File: src/rtl/bicubic_accum_if.sv
// Stream interface between a bicubic multiplier bank (master) and its
// accumulator (slave): product beats in, clamped pixels out.
interface bicubic_accum_if #(
  parameter int TAPS = 4
);
  localparam int TAP_W = (TAPS > 1) ? $clog2(TAPS) : 1;

  logic             in_valid;
  logic             in_ready;
  logic [7:0]       in_product;
  logic             in_sign;
  logic             out_valid;
  logic             out_ready;
  logic [7:0]       out_pixel;
  logic             out_sat;
  logic [TAP_W-1:0] tap_idx;

  modport master (
    output in_valid, in_product, in_sign, out_ready,
    input  in_ready, out_valid, out_pixel, out_sat, tap_idx
  );

  modport slave (
    input  in_valid, in_product, in_sign, out_ready,
    output in_ready, out_valid, out_pixel, out_sat, tap_idx
  );
endinterface

File: src/rtl/bicubic_accum.sv
// Sums TAPS sign-magnitude tap products per output sample and clamps the
// result to an unsigned 8-bit pixel behind a valid/ready output register.
module bicubic_accum #(
  parameter int TAPS  = 4,
  parameter int ACC_W = 11
) (
  input  logic            clk,
  input  logic            rst,
  bicubic_accum_if.slave  bus
);

  localparam int                      TAP_W    = (TAPS > 1) ? $clog2(TAPS) : 1;
  localparam logic [TAP_W-1:0]        LAST_TAP = TAP_W'(TAPS - 1);
  localparam logic signed [ACC_W-1:0] PIX_MAX  = ACC_W'(255);

  generate
    if (TAPS < 2 || (TAPS & (TAPS - 1)) != 0 || ACC_W < 9 + $clog2(TAPS)) begin : g_bad_param
      $error("bicubic_accum: TAPS must be a power of two >= 2 and ACC_W >= 9+log2(TAPS)");
    end
  endgenerate

  function automatic logic [7:0] clamp_pixel(input logic signed [ACC_W-1:0] s);
    if (s[ACC_W-1])
      return 8'd0;
    else if (s > PIX_MAX)
      return 8'd255;
    else
      return s[7:0];
  endfunction

  function automatic logic is_sat(input logic signed [ACC_W-1:0] s);
    return s[ACC_W-1] | (s > PIX_MAX);
  endfunction

  logic signed [ACC_W-1:0] acc_p0;
  logic        [TAP_W-1:0] tap_p0;
  logic signed [ACC_W-1:0] mag;
  logic signed [ACC_W-1:0] value;
  logic signed [ACC_W-1:0] base;
  logic signed [ACC_W-1:0] sum;
  logic                    vld_p1;
  logic [7:0]              pixel_p1;
  logic                    sat_p1;
  logic                    ready;
  logic                    take;
  logic                    last_tap;

  // Stage 0: signed conversion and running sum; the first tap overwrites acc.
  // Negating a zero magnitude yields zero, so negative zero needs no special case.
  always_comb begin
    mag   = $signed({{(ACC_W-8){1'b0}}, bus.in_product});
    value = bus.in_sign ? -mag : mag;
    base  = (tap_p0 == '0) ? '0 : acc_p0;
    sum   = base + value;
  end

  assign ready    = ~(vld_p1 & ~bus.out_ready);
  assign take     = bus.in_valid & ready;
  assign last_tap = (tap_p0 == LAST_TAP);

  always_ff @(posedge clk or posedge rst) begin
    if (rst) begin
      acc_p0 <= '0;
      tap_p0 <= '0;
    end else if (take) begin
      acc_p0 <= sum;
      tap_p0 <= last_tap ? '0 : tap_p0 + TAP_W'(1);
    end
  end

  // Stage 1: output register; a new result may replace one being drained.
  always_ff @(posedge clk or posedge rst) begin
    if (rst) begin
      vld_p1   <= 1'b0;
      pixel_p1 <= '0;
      sat_p1   <= 1'b0;
    end else if (take && last_tap) begin
      vld_p1   <= 1'b1;
      pixel_p1 <= clamp_pixel(sum);
      sat_p1   <= is_sat(sum);
    end else if (bus.out_ready) begin
      vld_p1   <= 1'b0;
    end
  end

  assign bus.in_ready  = ready;
  assign bus.out_valid = vld_p1;
  assign bus.out_pixel = pixel_p1;
  assign bus.out_sat   = sat_p1;
  assign bus.tap_idx   = tap_p0;

endmodule

File: src/flat_wrapper.sv
// flat-port wrapper written by rule: the top's interface ports become plain ports
module bicubic_accum_flat 
#(
  parameter int TAPS  = 4,
  parameter int ACC_W = 11
)
  (clk, rst, bus_in_valid, bus_in_product, bus_in_sign, bus_out_ready, bus_in_ready, bus_out_valid, bus_out_pixel, bus_out_sat, bus_tap_idx);
  bicubic_accum_if #(.TAPS(TAPS)) bus_i ();
  input  logic clk;
  input  logic rst;
  input wire logic [$bits(bus_i.in_valid)-1:0] bus_in_valid;
  input wire logic [$bits(bus_i.in_product)-1:0] bus_in_product;
  input wire logic [$bits(bus_i.in_sign)-1:0] bus_in_sign;
  input wire logic [$bits(bus_i.out_ready)-1:0] bus_out_ready;
  output wire logic [$bits(bus_i.in_ready)-1:0] bus_in_ready;
  output wire logic [$bits(bus_i.out_valid)-1:0] bus_out_valid;
  output wire logic [$bits(bus_i.out_pixel)-1:0] bus_out_pixel;
  output wire logic [$bits(bus_i.out_sat)-1:0] bus_out_sat;
  output wire logic [$bits(bus_i.tap_idx)-1:0] bus_tap_idx;
  assign bus_i.in_valid = bus_in_valid;
  assign bus_i.in_product = bus_in_product;
  assign bus_i.in_sign = bus_in_sign;
  assign bus_i.out_ready = bus_out_ready;
  assign bus_in_ready = bus_i.in_ready;
  assign bus_out_valid = bus_i.out_valid;
  assign bus_out_pixel = bus_i.out_pixel;
  assign bus_out_sat = bus_i.out_sat;
  assign bus_tap_idx = bus_i.tap_idx;
  bicubic_accum #(.TAPS(TAPS), .ACC_W(ACC_W)) u_core (.clk(clk), .rst(rst), .bus(bus_i));
endmodule
File: config.mk
export PLATFORM = sky130hd
export DESIGN_NAME = bicubic_accum_flat
export DESIGN_NICKNAME = d
export VERILOG_FILES = /design/src/rtl/bicubic_accum_if.sv /design/src/rtl/bicubic_accum.sv /design/src/flat_wrapper.sv
export SDC_FILE = /design/constraint.sdc
export NUM_CORES = 1
export LEC_CHECK = 0
export ABC_AREA = 1
export CORE_MARGIN = 5
export CORE_UTILIZATION = 50
export DETAILED_ROUTE_END_ITERATION = 10
export PLACE_DENSITY = 0.76
export RECOVER_POWER = 50
export SYNTH_ARGS = -nofsm -noshare
export SYNTH_HDL_FRONTEND = slang
export SYNTH_SLANG_ARGS = --single-unit
File: constraint.sdc
create_clock -name clk -period 3.8 [get_ports clk]
set_clock_uncertainty 0.1 [all_clocks]
set_input_delay 0.76 -clock clk [delete_from_list [all_inputs] [get_ports clk]]
set_output_delay 0.76 -clock clk [all_outputs]
set_load 0.005 [all_outputs]
==> metrics.txt, run 1 <==
status=complete, no violations; Syn. warnings=0; CTS resizes=0; power per cell area=769 nW/um^2; slowest cell delay on critical path=490 ps; Worst Setup End Kind=register; max_slew headroom=0.404; CP max stage cell=clkdlybuf4s50_1; fill cell count=342; Seq cells post-synth=23; drt via density=4.92; Synth Net Count=304; Syn Inst Count=277; layout cells sized above 1=0.0397; Tightest Hold Check Type=reg2reg; die height=70.0 um; Peak supply drop=0.402 mV; Final Cell Area=2120 sq um; Fmax=315 MHz; HPWL Detailed=3110 um; CTS Buf Count=3; Req. time, crit path=3910 ps; Clock Latency Late Sink=300 ps; Clock Path Buffers=2; busiest grt layer=met2; Tmin final=3180 ps; LEAKAGE=0.00117 uW; max-slew violations=0; Post CTS Setup Buffer Count=0; first-pass GRT wire length=6770 um; RSZ-0062 raised after global routing=false; crit share post-route=0.836; final worst setup slack=624 ps; via count=1,712; GR Layer Usage met1=0.232; Die X=70.0 um; Setup violations, final=0; initial drt markers=108; largest net degree at the start of global routing=24; DRC Markers=0; cells along the critical path=clkdlybuf4s50_1, inv_1, ha_1, nand2_1, o21ai_0, xor2_1, ha_1, a21oi_1, nand2_1, nand2_1, nand4_1, nand2_2, nand3_1, nand2_1, nand2_1; Post-Syn Area=1800 sq um; root buf cell=clkbuf_4; IO Port Bufs=25; post-route ant nets=0; met3 Track Usage GR=0.0344; Initial Utilization=0.527; CP max FO=10; CTS tree=yes; CTS sink count=23; CTS clk-pin slew, worst paths=120 ps; H-tree depth reported by CTS=1; DP Area=2090 sq um; Final Hold Vio Count=0; post-place setup slack=311 ps; Post-Syn Area per Cell=6.50 sq um; area grow syn2layout=17.7%; Placeable Area=3420 sq um; met2 usage=0.262; GP Congestion=0.883; crit path launch type=primary input; register area share after synthesis=0.320; Setup TNS=0 ps; row cnt=21; vias in the first global route=1,549; max_cap viols=0; routed len/inst=11.1 um; Setup Crit Path Kind=in2reg; most used cell, CP=nand2_1; # diodes=0; Post-CTS Hold Buffers=0; Yosys cell types=22; initial antenna violation count=0; # IOs=26; final wirelength=3870 um; slew of the pin with the lowest slew margin=893 ps; nets=330; Total GRT Usage=0.163; total gr overflow=0; die area=4900 sq um; Worst EP arrival=3280 ps; first-pass iteration count of the detailed router=4
==> critical path: cells and delay by family <==
| family | cells | cell delay, ps |
|---|---|---|
| buffers and inverters | 2 | 550 |
| AND/OR/NAND/NOR | 8 | 830 |
| adder cells (fa/ha/maj) | 2 | 540 |
| AO/OA/AOI/OAI | 2 | 440 |
| XOR/XNOR | 1 | 180 |
==> cell type report <==
| cell class | instances | area (sq um) | share of cell area |
|---|---|---|---|
| well taps | 46 | 57.6 | 0.0272 |
| inverters | 47 | 176 | 0.0833 |
| multi-input cells | 203 | 1030 | 0.487 |
| repair buffers | 25 | 250 | 0.118 |
| clock buffers | 4 | 26.3 | 0.0124 |
| flip-flops and latches | 23 | 576 | 0.272 |
==> synth_stat cells (all sizes together) <==
cell,count,area share
nand3b,2,0.0083
nand4,1,0.0035
nand3,23,0.064
or2,1,0.0035
a21oi,4,0.011
nor2,28,0.063
buf,1,0.0028
xor2,8,0.039
ha,13,0.090
dfrtp,23,0.32
o31ai,1,0.0042
clkinv,1,0.0021
inv,46,0.096
o22ai,1,0.0035
o21ai,18,0.050
xnor2,1,0.0049
fa,1,0.011
clkbuf,3,0.0063
nand2,101,0.22
==> cell usage in the layout (no fill, tap or decap), types with 2 or more instances in the layout <==
cell and instances:
a21oi_1 4, clkbuf_4 3, nor2_1 27, inv_1 44
xor2_1 8, dfrtp_1 23, nand3_1 23, clkdlybuf4s50_1 18
dlygate4sd3_1 7, nand2_1 96, ha_1 13, nand2_2 5
inv_2 2, o21ai_0 18, nand3b_1 2
==> cell families after synthesis <==
logic type	after synthesis	synth area share
simple gates	156	0.359
buf+inv	51	0.107
compound gates	24	0.0688
flops	23	0.320
fa+ha+maj	14	0.101
xor+xnor	9	0.0438
==> state kept, by name, summed over array words and instances, names as in the netlist <==
register              flops
u_core.acc_p0            11
u_core.bus.out_pixel      8
u_core.bus.out_sat        1
u_core.bus.out_valid      1
u_core.bus.tap_idx        2
==> where the power goes <==
part / switching [uW] / total, uW / leakage, uW / internal, uW
Combinational: 663 / 1090 / 0.000881 / 430
Clock: 70.8 / 112 / 0.0000150 / 40.9
Sequential: 59.9 / 426 / 0.000279 / 366
Total: 793 / 1630 / 0.00117 / 836
==> final timing paths <==
| check | end | slack [ps] | depth (start not counted) | from |
|---|---|---|---|---|
| max | u_core.bus.out_pixel[3]$_DFFE_PP0P_ | 620 | 15 | bus_in_product[0] |
| min | u_core.bus.out_pixel[5]$_DFFE_PP0P_ | 390 | 2 | u_core.bus.out_pixel[5]$_DFFE_PP0P_ |
| max reg2reg | u_core.bus.out_pixel[3]$_DFFE_PP0P_ | 1040 | 13 | u_core.bus.tap_idx[0]$_DFFE_PP0P_ |
| min reg2reg | u_core.bus.out_pixel[5]$_DFFE_PP0P_ | 390 | 2 | u_core.bus.out_pixel[5]$_DFFE_PP0P_ |
| max in group asynchronous | u_core.acc_p0[4]$_DFFE_PP0P_ | 2090 | 2 | rst |
| min in group asynchronous | u_core.bus.out_sat$_DFFE_PP0P_ | 960 | 2 | rst |
==> metal layers <==
metal / wire [um] / share of wire
met1: 1930 / 0.50
met2: 1780 / 0.46
met3: 131 / 0.034
met4: 32 / 0.0083
met5: 0 / 0
==> stage by stage <==
stage | total power, uW | utilization | hold WS, ps | cells
after floorplan | 1190 | - | 353 | 277
after global placement | 1510 | 0.612 | 362 | 344
after detailed placement | 1520 | 0.612 | 365 | 344
after CTS | 1650 | 0.620 | 401 | 348
after global routing | 1810 | 0.620 | 402 | 348
final | 1630 | 0.620 | 387 | 348
Note: power is estimated with default switching activity, not from simulation.
==> run 2: changes to the inputs <==
==> constraint.sdc (replaced) <==
create_clock -name clk -period 3.3 [get_ports clk]
set_clock_uncertainty 0.1 [all_clocks]
set_input_delay 0.66 -clock clk [delete_from_list [all_inputs] [get_ports clk]]
set_output_delay 0.66 -clock clk [all_outputs]
set_load 0.005 [all_outputs]
==> metrics.txt, run 2 (synthesis gave the netlist of run 1 again) <==
# IOs=26; largest net degree at the start of global routing=24; RSZ-0062 raised after global routing=false; Req. time, crit path=3420 ps; DP Area=2110 sq um; Setup violations, final=0; Fmax=330 MHz; Final Hold Vio Count=0; GP Congestion=0.953; max_cap viols=0; Largest Register=u_core.acc_p0; die area=4900 sq um; max-slew violations=0; initial drt markers=105; Worst Setup End Kind=register; first-pass iteration count of the detailed router=4; CP max FO=10; row cnt=21; commonest non-fill, non-tap cells in the layout=96 x nand2_1, 45 x inv_1, 27 x nor2_1; Placed Cells=347; first-pass GRT wire length=7000 um; Tmin final=3030 ps; vias in the first global route=1,590; fill cell count=360; post-route ant nets=0; die height=70.0 um; Peak supply drop=0.431 mV; Die X=70.0 um; crit path launch type=primary input; Setup Crit Path Kind=in2reg; total gr overflow=0; via count=1,729; H-tree depth reported by CTS=1; IO Port Bufs=25; Initial Utilization=0.527; crit share post-route=0.918; nets=333; Post-CTS Hold Buffers=0; Worst EP arrival=3150 ps; Clock Latency Late Sink=320 ps; # diodes=0; Setup TNS=0 ps; layout cells sized above 1=0.0426; Tightest Hold Check Type=reg2reg; CTS Buf Count=3; CTS resizes=0; Total GRT Usage=0.172; most common cell after layout, fill and taps aside=nand2_1; HPWL Detailed=3100 um; Layout Utilization=0.626; Final Cell Area=2140 sq um; post-place setup slack=-56.3 ps; Placeable Area=3420 sq um; area grow syn2layout=18.7%; Clock Path Buffers=2; CTS tree=yes; Post CTS Setup Buffer Count=0; routed len/inst=11.1 um; drt via density=4.93; LEAKAGE=0.00119 uW; power per cell area=887 nW/um^2; final worst setup slack=270 ps; CTS sink count=23; CTS clk-pin slew, worst paths=120 ps; final wirelength=3900 um; max reg flops=11; final std cells w/o fill=351; status=complete, no violations; DRC Markers=0; root buf cell=clkbuf_4; slew of the pin with the lowest slew margin=891 ps; initial antenna violation count=0; max_slew headroom=0.405
-- run 2: cell count changes in the layout (fill, tap and decap cells not counted), sizes merged --
cell,change
clkdlybuf4s50,+3
buf,+2
dlygate4sd3,-3
clkbuf,+1
-- run 2: power breakdown --
part / switching, uW / total, uW / internal (uW)
registers: 66.9 / 488 / 421
clock network: 84.9 / 132 / 47.3
logic: 766 / 1280 / 511
-- run 2: worst paths after layout --
kind | slack, ps | start | depth (start not counted) | end
setup / recovery | 270 | bus_in_product[0] | 18 | u_core.bus.out_pixel[7]$_DFFE_PP0P_
hold / removal | 390 | u_core.bus.out_pixel[4]$_DFFE_PP0P_ | 2 | u_core.bus.out_pixel[4]$_DFFE_PP0P_
setup reg to reg | 490 | u_core.bus.tap_idx[0]$_DFFE_PP0P_ | 13 | u_core.bus.out_pixel[7]$_DFFE_PP0P_
hold reg to reg | 390 | u_core.bus.out_pixel[4]$_DFFE_PP0P_ | 2 | u_core.bus.out_pixel[4]$_DFFE_PP0P_
max in group asynchronous | 1700 | rst | 2 | u_core.acc_p0[4]$_DFFE_PP0P_
min in group asynchronous | 850 | rst | 2 | u_core.bus.out_sat$_DFFE_PP0P_
-- run 2: worst max-delay path, cell delays in order --
cell             delay (ps)
clkdlybuf4s50_1         480
inv_1                    60
ha_1                    200
nand2_1                 100
nor2_1                   70
nand2_1                  60
nand2_1                  50
xor2_1                  150
ha_1                    350
nand2_1                 110
nor2_1                  150
nand3_1                 130
nand3_1                 100
nand2_1                  60
nand2_2                 160
nand3_1                 110
nand2_1                  80
nand2_1                  40
-- run 2: layout make-up --
type / count / area (sq um) / area share
Tap cell: 46 / 57.6 / 0.0269
Timing Repair Buffer: 28 / 269 / 0.126
Inverter: 47 / 176 / 0.0826
Sequential cell: 23 / 576 / 0.269
Clock buffer: 4 / 26.3 / 0.0123
Multi-Input combinational cell: 203 / 1030 / 0.483
-- run 2: through the flow --
step                power (uW)  hold WS [ps]
floorplan                 1370           353
global placement          1750           363
detailed placement        1770           365
CTS                       1910           400
finish                    1900           390
global route              2110           419
-- run 2: layer usage --
metal | global-route usage | share of wire | vias to the layer above
met5 | 0 | 0 | -
met4 | 0.0426 | 0.0090 | 0
met3 | 0.0359 | 0.052 | 5
met2 | 0.276 | 0.46 | 31
met1 | 0.235 | 0.48 | 789
li1 | - | - | 904
